`config.mk`:
```
export PLATFORM = sky130hd
export DESIGN_NAME = im_loader
export DESIGN_NICKNAME = d
export VERILOG_FILES = /design/src/rtl/im_loader_pkg.sv /design/src/rtl/im_loader_word_assembler.sv /design/src/rtl/im_loader.sv
export SDC_FILE = /design/constraint.sdc
export NUM_CORES = 1
export LEC_CHECK = 0
export CAP_MARGIN = 5
export CELL_PAD_IN_SITES_DETAIL_PLACEMENT = 1
export CELL_PAD_IN_SITES_GLOBAL_PLACEMENT = 2
export CORE_UTILIZATION = 32
export CTS_BUF_LIST = sky130_fd_sc_hd__clkbuf_4 sky130_fd_sc_hd__clkbuf_8
export DETAILED_ROUTE_END_ITERATION = 7
export GPL_TIMING_DRIVEN = 0
export PLACE_DENSITY = 0.94
export SLEW_MARGIN = 15
export SYNTH_ARGS = -nofsm -noshare
export SYNTH_HDL_FRONTEND = slang
export SYNTH_HIERARCHICAL = 1
export SYNTH_SLANG_ARGS = --single-unit
export TNS_END_PERCENT = 100
```
`constraint.sdc`:
```
create_clock -name clk -period 2.5 [get_ports clk]
set_clock_uncertainty 0.2 [all_clocks]
set_input_delay 0.5 -clock clk [delete_from_list [all_inputs] [get_ports clk]]
set_output_delay 0.5 -clock clk [all_outputs]
set_load 0.005 [all_outputs]
```
`src/rtl/im_loader_pkg.sv`:
```
// rtl/im_loader_pkg.sv - shared types and default sizes for the instruction memory loader
package im_loader_pkg;

    localparam int DEFAULT_DEPTH  = 64;
    localparam int DEFAULT_ADDR_W = 6;
    localparam int WORD_BYTES     = 4;
    localparam int BYTE_CNT_W     = $clog2(WORD_BYTES);

    typedef enum logic [2:0] {
        IDLE  = 3'd0,
        LOAD  = 3'd1,
        WRITE = 3'd2,
        FILL  = 3'd3,
        DONE  = 3'd4
    } state_e;

endpackage

```
`src/rtl/im_loader_word_assembler.sv`:
```
// rtl/im_loader_word_assembler.sv - big-endian byte-to-word shift register with byte counter
//
// Ports:
//   clk, rst_n   clock, asynchronous active-low reset
//   clear_i      restart assembly (counter, word and last flag to zero)
//   shift_i      accept byte_i this cycle
//   byte_i       incoming byte, first byte of a word ends up in [31:24]
//   last_i       last flag of the incoming byte, captured on the 4th byte
//   word_o       assembled word
//   word_full_o  the byte shifted this cycle completes the word
//   last_o       last flag captured with the most recent complete word
module word_assembler
    import im_loader_pkg::*;
(
    input  logic        clk,
    input  logic        rst_n,
    input  logic        clear_i,
    input  logic        shift_i,
    input  logic [7:0]  byte_i,
    input  logic        last_i,
    output logic [31:0] word_o,
    output logic        word_full_o,
    output logic        last_o
);

    localparam logic [BYTE_CNT_W-1:0] CNT_MAX = BYTE_CNT_W'(WORD_BYTES - 1);

    logic [31:0]           word_q;
    logic [BYTE_CNT_W-1:0] cnt_q;
    logic                  last_q;

    always_ff @(posedge clk or negedge rst_n) begin
        if (!rst_n) begin
            word_q <= '0;
            cnt_q  <= '0;
            last_q <= 1'b0;
        end else if (clear_i) begin
            word_q <= '0;
            cnt_q  <= '0;
            last_q <= 1'b0;
        end else if (shift_i) begin
            word_q <= {word_q[23:0], byte_i};
            // Counter wraps to zero after the 4th byte, ready for the next word.
            cnt_q  <= cnt_q + 1'b1;
            if (cnt_q == CNT_MAX) begin
                last_q <= last_i;
            end
        end
    end

    assign word_o      = word_q;
    assign word_full_o = shift_i && (cnt_q == CNT_MAX);
    assign last_o      = last_q;

endmodule

```
`src/rtl/im_loader.sv`:
```
// rtl/im_loader.sv - boot loader filling instruction memory from a byte stream, then zero-filling
//
// Ports:
//   clk, rst_n        clock, asynchronous active-low reset
//   start             begin a load (honoured in IDLE or DONE only)
//   byte_in/valid/last/ready   byte stream handshake, big-endian packing
//   im_we/addr/wdata  instruction memory write port
//   word_count        program words written (fill excluded), saturates at DEPTH
//   cpu_hold, busy    high while loading, writing or filling
//   done              load finished, held until next start
//   err               malformed stream, sticky until next start
module im_loader
    import im_loader_pkg::*;
#(
    parameter int DEPTH  = DEFAULT_DEPTH,
    parameter int ADDR_W = DEFAULT_ADDR_W
) (
    input  logic              clk,
    input  logic              rst_n,
    input  logic              start,
    input  logic [7:0]        byte_in,
    input  logic              byte_valid,
    input  logic              byte_last,
    output logic              byte_ready,
    output logic              im_we,
    output logic [ADDR_W-1:0] im_addr,
    output logic [31:0]       im_wdata,
    output logic [ADDR_W:0]   word_count,
    output logic              cpu_hold,
    output logic              busy,
    output logic              done,
    output logic              err
);

    localparam logic [ADDR_W-1:0] LAST_ADDR = ADDR_W'(DEPTH - 1);
    localparam logic [ADDR_W:0]   WC_MAX    = (ADDR_W + 1)'(DEPTH);

    state_e            state_q, state_d;
    logic [ADDR_W-1:0] addr_q, addr_d;
    logic [ADDR_W:0]   wc_q, wc_d;
    logic              err_q, err_d;

    logic        clear;
    logic        shift;
    logic [31:0] word;
    logic        word_full;
    logic        last_q;

    // Kept outside the FSM process so word_full (which depends on shift)
    // does not loop back into the block that produces shift.
    assign clear = start && ((state_q == IDLE) || (state_q == DONE));
    assign shift = (state_q == LOAD) && byte_valid;

    word_assembler u_word_assembler (
        .clk         (clk),
        .rst_n       (rst_n),
        .clear_i     (clear),
        .shift_i     (shift),
        .byte_i      (byte_in),
        .last_i      (byte_last),
        .word_o      (word),
        .word_full_o (word_full),
        .last_o      (last_q)
    );

    always_ff @(posedge clk or negedge rst_n) begin
        if (!rst_n) begin
            state_q <= IDLE;
            addr_q  <= '0;
            wc_q    <= '0;
            err_q   <= 1'b0;
        end else begin
            state_q <= state_d;
            addr_q  <= addr_d;
            wc_q    <= wc_d;
            err_q   <= err_d;
        end
    end

    always_comb begin
        state_d = state_q;
        addr_d  = addr_q;
        wc_d    = wc_q;
        err_d   = err_q;
        case (state_q)
            IDLE, DONE: begin
                if (start) begin
                    state_d = LOAD;
                    addr_d  = '0;
                    wc_d    = '0;
                    err_d   = 1'b0;
                end
            end
            LOAD: begin
                if (shift) begin
                    if (word_full) begin
                        state_d = WRITE;
                    end else if (byte_last) begin
                        // Last byte mid-word: partial word is discarded, no fill.
                        err_d   = 1'b1;
                        state_d = DONE;
                    end
                end
            end
            WRITE: begin
                if (wc_q != WC_MAX) begin
                    wc_d = wc_q + 1'b1;
                end
                if (addr_q == LAST_ADDR) begin
                    // Memory full: a missing last flag means the program overflows.
                    state_d = DONE;
                    if (!last_q) begin
                        err_d = 1'b1;
                    end
                end else begin
                    addr_d  = addr_q + 1'b1;
                    state_d = last_q ? FILL : LOAD;
                end
            end
            FILL: begin
                if (addr_q == LAST_ADDR) begin
                    state_d = DONE;
                end else begin
                    addr_d = addr_q + 1'b1;
                end
            end
            default: begin
                state_d = IDLE;
            end
        endcase
    end

    assign byte_ready = (state_q == LOAD);
    assign im_we      = (state_q == WRITE) || (state_q == FILL);
    assign im_addr    = addr_q;
    assign im_wdata   = (state_q == WRITE) ? word : 32'h0;
    assign word_count = wc_q;
    assign busy       = (state_q == LOAD) || (state_q == WRITE) || (state_q == FILL);
    assign cpu_hold   = busy;
    assign done       = (state_q == DONE);
    assign err        = err_q;

endmodule

```
Word level (Yosys, flattened, before mapping)
Cells that the tools add are included.
{"block": "word_totals", "rom_bits": 0, "register_bits": 52, "memories": 0, "wordCells": 76, "out_inout_bits": 51, "latch_bits": 0, "ram_bits": 0}
{"block": "classes", "n_addsub": 3, "n_reduce_logical": 20, "mul": 0, "n_shift": 0, "n_div": 0, "eq_ne": 17, "n_mux": 29, "n_bitwise": 0, "n_lt_le_gt_ge": 0}
{"op": "two-way mux 32 bit", "n": 3}
{"op": "two-way mux 3 bit", "n": 6}
{"op": "inequality test 2 bit, second input constant", "n": 8}
{"op": "two-way mux 7 bit", "n": 2}
{"op": "case mux 7 bit (2 select lines)", "n": 1}
{"op": "two-way mux 6 bit", "n": 2}
{"op": "case mux 3 bit (4 select lines)", "n": 1}
{"op": "case mux 6 bit (2 select lines)", "n": 1}
{"op": "two-way mux 1 bit", "n": 9}
{"op": "nonzero test 2 bit", "n": 4}
{"op": "adder 7 x 1 -> 7 bit, second input constant", "n": 1}
{"op": "inequality test 7 bit, second input constant", "n": 1}
{"op": "AND reduction 7 bit", "n": 1}
{"op": "adder 6 x 1 -> 6 bit, second input constant", "n": 1}
{"op": "equality test 3 x 2 -> 1 bit, second input constant", "n": 2}
{"op": "equality test 6 bit, second input constant", "n": 1}
{"op": "two-way mux 2 bit", "n": 3}
{"op": "AND reduction 3 bit", "n": 2}
{"op": "logical OR 1 bit", "n": 4}
{"op": "AND reduction 4 bit", "n": 1}
{"op": "OR reduction 2 bit", "n": 2}
{"op": "equality test 3 x 1 -> 1 bit, second input constant", "n": 1}
{"op": "equality test 3 bit, second input constant", "n": 1}
{"op": "logical AND 1 bit", "n": 3}
{"op": "other kinds (8)", "n": 8}

Depth between registers and ports, before layout
{"block": "logic_depth", "ltp_word": 6, "mapped_depth": 8, "depth_no_buf": 6}

Cells and area by module
Netlist, hierarchy kept.
{"mod": "word_assembler", "area_each_um2": 1473.9, "cells_each": 116, "seq_area_each_um2": 875.8, "n_inst": 1}
{"mod": "im_loader", "area_each_um2": 1178.6, "cells_each": 141, "seq_area_each_um2": 425.4, "n_inst": 1}

Worst setup path before layout
Ideal clock, no wire load.
{"block": "synth_path", "kind": "register to register", "startpoint": "register state_q[0]", "endpoint": "register state_q[0]", "arrival_ns": 1.723, "required_time_ns": 2.168, "slack_ns": 0.444, "synth_period_minus_slack_ns": 2.056, "stages_incl_launch_ff": 9, "path_cell_list": "dfrtp_1 -> nor3b_1 -> and2_1 -> buf_6 -> buf_12 -> and2_1 -> o21ai_0 -> a21oi_1 -> o21ai_0"}
{"block": "synth_via", "elab_chain_len": 6, "word_cells_on_any_way": 16, "cone_classes": "8 x eq/ne; 3 x mux; 5 x reduce/logical"}
{"element": "from (decl)", "line_no": "im_loader.sv:38", "source": "state_e state_q, state_d;"}
{"element": "from (signal assigned)", "line_no": "im_loader.sv:73", "source": "state_q <= state_d;"}
{"element": "equality test 3 x 1 -> 1 bit *"}
{"element": "net byte_ready", "line_no": "im_loader.sv:24", "source": "output logic byte_ready,"}
{"element": "logical AND 1 bit *", "line_no": "im_loader.sv:52", "source": "assign shift = (state_q == LOAD) && byte_valid;"}
{"element": "net shift", "line_no": "im_loader.sv:44", "source": "logic shift;"}
{"element": "logical AND 1 bit *", "line_no": "im_loader_word_assembler.sv:52", "source": "assign word_full_o = shift_i && (cnt_q == CNT_MAX);"}
{"element": "net word_full", "line_no": "im_loader.sv:46", "source": "logic word_full;"}
{"element": "two-way mux 3 bit", "line_no": "im_loader.sv:96", "source": "if (word_full) begin"}
{"element": "two-way mux 3 bit", "line_no": "im_loader.sv:95", "source": "if (shift) begin"}
{"element": "case mux 3 bit (4 select lines)", "line_no": "im_loader.sv:85", "source": "case (state_q)"}
Mark *: on every way through the listed nets, which the timed path passes. The rest lies on a longest branch. The select of a mux whose other input is x is not followed.
A chain may end at the register's enable or synchronous reset.

Worst setup path after layout
{"block": "layout_path", "startpoint": "register state_q[2]", "endpoint": "output port im_we"}
{"block": "layout_via", "elab_chain_len": 2, "word_cells_on_any_way": 3, "cone_classes": "2 x eq/ne; 1 x reduce/logical"}
{"element": "equality test 3 x 2 -> 1 bit", "line_no": "im_loader.sv:134", "source": "assign im_we = (state_q == WRITE) || (state_q == FILL);"}
{"element": "logical OR 1 bit *", "line_no": "im_loader.sv:134"}
{"element": "to (decl)", "line_no": "im_loader.sv:25", "source": "output logic im_we,"}
Every way passes the cells marked *; elsewhere a longest branch is shown, timed or not.

==> results.sh <==
export IMPL_total_clock_buffers_created_by_cts=5
export IMPL_yosysWarningCount=6
export IMPL_criticalPathCategory="flip-flop to primary output"
export IMPL_peakVddDrop_mv=0.344
export IMPL_grt_max_degree=53
export IMPL_leakage_nw=1.75
export IMPL_final_layout_size_suffix_gt1_frac=0.175
export IMPL_setup_viol=0
export IMPL_routed_via_count=2141
export IMPL_worst_hold_slack_ns=0.0297
export IMPL_hold_path_class="input port to asynchronous set/reset pin"
export IMPL_grt_setup_unrepaired="true"
export IMPL_groute_usage_overall=0.174
export IMPL_drt_iter0_drc=80
export IMPL_grt_overflow=0
export IMPL_synth_seq_cells=52
export IMPL_cpPeakStageDelay_ns=0.49
export IMPL_cp_buffers_inverters=3
export IMPL_dr_pass1_iters=4
export IMPL_post_synth_cell_area_avg_sq_um=10.3
export IMPL_clkTransAtPathRegs_ns=0.10
export IMPL_area_growth_synth_to_final_pct=37.1
export IMPL_vias_in_the_first_global_route=2237
export IMPL_tightestPinTransition_ns=0.693
export IMPL_cts_tree="done"
export IMPL_finalMaxSlewViolations=0
export IMPL_clkLatencyLatePin_ns=0.31
export IMPL_slew_headroom=0.538
export IMPL_cts_sink_count=52
export IMPL_drc_errors=0
export IMPL_routed_wire_length_per_instance_um=15.7
export IMPL_cap_viol_max_count=0
export IMPL_ctsRootBufferMaster="clkbuf_8"
export IMPL_final_min_clock_period_ns=2.45
export IMPL_placed_cell_area_sq_um=3410
export IMPL_dp_worst_setup_slack_ns=-0.175
export IMPL_setup_worst_path_start_class="flip-flop"
export IMPL_synth_async_reset_ratio=1.00
export IMPL_die_area_sq_um=8660
export IMPL_grt_first_pass_wirelength_um=11800
export IMPL_routed_via_density=4.82
export IMPL_critical_path_top_delay_cell="clkdlybuf4s50_1"
export IMPL_synth_net_count=274
export IMPL_netlist_top_cells_area="dfrtp_1 49%, mux2i_1 13%, and2_1 8.5%, nor2_1 5.8%, buf_12 2.3%"
export IMPL_tns_ns=0
export IMPL_synth_top_cell_by_area="dfrtp_1"
export IMPL_detailed_place_hpwl_um=4620
export IMPL_wirelength_um=6970
export IMPL_post_synth_top_area_fraction=0.491
export IMPL_crit_chain="buf_4 -> nand2b_2 -> inv_4 -> clkdlybuf4s50_1"
export IMPL_fp_row_count=32
export IMPL_die_x_um=93.0
export IMPL_h_tree_depth=2
export IMPL_synth_cell_types=41
export IMPL_postSynth_topFlopCell="dfrtp_1"
export IMPL_fillers=915
export IMPL_path_max_fanout=7
export IMPL_antenna_found_initial=0
export IMPL_critical_path_end_type="primary output"
export IMPL_final_hold_violation_count=0
export IMPL_synth_enable_flop_cells=0
export IMPL_worstPathArrival_ns=1.75
export IMPL_synth_most_common_cell="dfrtp_1"
export IMPL_cp_required_ns=1.80
export IMPL_power_density_of_the_placed_cells_nw_per_um2=713
export IMPL_final_cell_area_sq_um=3640
export IMPL_syn_cell_area_sq_um=2650
export IMPL_ioPinCount=64
export IMPL_slack_of_the_critical_path_ns=0.0497
export IMPL_initial_core_util=0.336
export IMPL_diodes_inserted=0
export IMPL_clock_fmax_mhz=408
export IMPL_io_buffer_count=63
export IMPL_top_cells_by_count_synth="52 x dfrtp_1, 41 x nor2_1, 36 x and2_1"
export IMPL_nNetsFinal=358
export IMPL_core_area_sq_um=7890
export IMPL_antenna_violating_nets_post_route=0
export IMPL_final_period_utilization=0.980
export IMPL_status="finished, final reports clean"
export IMPL_clock_tree_buffer_depth=2
export IMPL_syn_instance_count=257
export IMPL_critPathTopFamily="buffers and inverters"
export IMPL_register_area_share_after_synthesis=0.491
export IMPL_gpl_final_weighted_congestion=0.768
export IMPL_die_height_um=93.0
-- layout make-up --
| cell class | instances | area, sq um | share of cell area |
|---|---|---|---|
| Clock inverter | 3 | 22.5 | 0.00619 |
| Clock buffer | 5 | 68.8 | 0.0189 |
| Timing Repair Buffer | 77 | 704 | 0.194 |
| Multi-Input combinational cell | 186 | 1230 | 0.339 |
| Buffer | 13 | 151 | 0.0416 |
| Inverter | 6 | 25.0 | 0.00688 |
| Tap cell | 102 | 128 | 0.0351 |
| Sequential cell | 52 | 1310 | 0.359 |
-- flip-flops by register name, summed over array words and instances (netlist names) --
signal / count
state_q: 3
u_word_assembler/word_o: 32
im_addr: 6
word_count: 7
u_word_assembler/cnt_q: 2
u_word_assembler/last_o: 1
err: 1
-- stage by stage --
stage	instances	util	power, W
after floorplan	257	-	0.00174
after global placement	422	0.432	0.00202
after detailed placement	422	0.432	0.00206
after CTS	443	0.462	0.00261
after global routing	444	0.461	0.00276
final	444	0.461	0.00259
-- cell usage in the layout, fill, tap and decap left out, types with 2 or more instances in the layout --
| cell type | netlist | layout |
|---|---|---|
| dfrtp_1 | 52 | 49 |
| nor2_1 | 41 | 40 |
| and2_1 | 36 | 34 |
| mux2i_1 | 34 | 34 |
| clkdlybuf4s50_1 | 0 | 29 |
| dlygate4sd2_1 | 0 | 21 |
| nand2_1 | 12 | 12 |
| buf_4 | 1 | 12 |
| o21ai_0 | 10 | 10 |
| a21oi_1 | 10 | 10 |
| clkbuf_8 | 0 | 9 |
| nand3_1 | 6 | 6 |
| clkbuf_2 | 0 | 6 |
| inv_1 | 4 | 4 |
| buf_6 | 2 | 4 |
| ha_1 | 4 | 4 |
| clkdlybuf4s15_2 | 0 | 4 |
| dfrtp_2 | 0 | 3 |
| buf_12 | 3 | 3 |
| buf_2 | 3 | 3 |
| nor3b_4 | 1 | 2 |
| and2_4 | 0 | 2 |
| and3_1 | 2 | 2 |
| o22ai_1 | 2 | 2 |
| nor4_1 | 2 | 2 |
| nor2b_1 | 2 | 2 |
| a32o_1 | 2 | 2 |
| nand4_1 | 2 | 2 |
| xnor2_1 | 2 | 2 |
-- path summary, 6_finish.rpt --
kind	to	slack, ns	start	cells past startpoint
max reg2reg	state_q[2]$_DFFE_PN0P_	0.21	state_q[2]$_DFFE_PN0P_	9
min in group clk	u_word_assembler/word_o[25]$_DFFE_PN0P_	0.33	u_word_assembler/word_o[25]$_DFFE_PN0P_	2
min	word_count[5]$_DFFE_PN0P_	0.03	rst_n	1
min reg2reg	u_word_assembler/word_o[25]$_DFFE_PN0P_	0.33	u_word_assembler/word_o[25]$_DFFE_PN0P_	2
max	im_we	0.05	state_q[2]$_DFFE_PN0P_	4
max in group asynchronous	state_q[2]$_DFFE_PN0P_	1.58	rst_n	1
-- where the power goes --
part	switching [W]	leakage, nW	internal (W)
clock network	0.000295	0.0485	0.000201
registers	0.000173	0.706	0.00104
logic	0.000435	0.993	0.000452
-- per-layer routing --
metal	global-route usage	wire length (um)	vias to the layer above	part of all wire
met5	0	0	-	0
met4	0.0192	16	0	0.0023
met3	0.0398	314	2	0.045
met2	0.290	3350	54	0.48
met1	0.237	3290	1053	0.47
li1	-	-	1032	-
-- cells by family (layout without fill, tap and decap cells) --
group / Yosys count / in the layout / share of synthesized area
simple gates: 111 / 111 / 0.216
flops: 52 / 52 / 0.491
compound gates: 34 / 34 / 0.0826
mux: 34 / 34 / 0.128
buf+inv: 19 / 104 / 0.0538
fa+ha+maj: 4 / 4 / 0.0189
xor+xnor: 3 / 3 / 0.00991
-- repair_timing --
action | in CTS | in global routing
resized for setup | 66 | 12
setup buffers | 11 | 1
hold buffers | 0 | 0
setup endpoints to repair | 34 | 14
pin swaps | 1 | 1
endpoints found under the hold margin | 0 | 0
gates cloned | 2 | 0
Power figures use the tool's default switching activity.
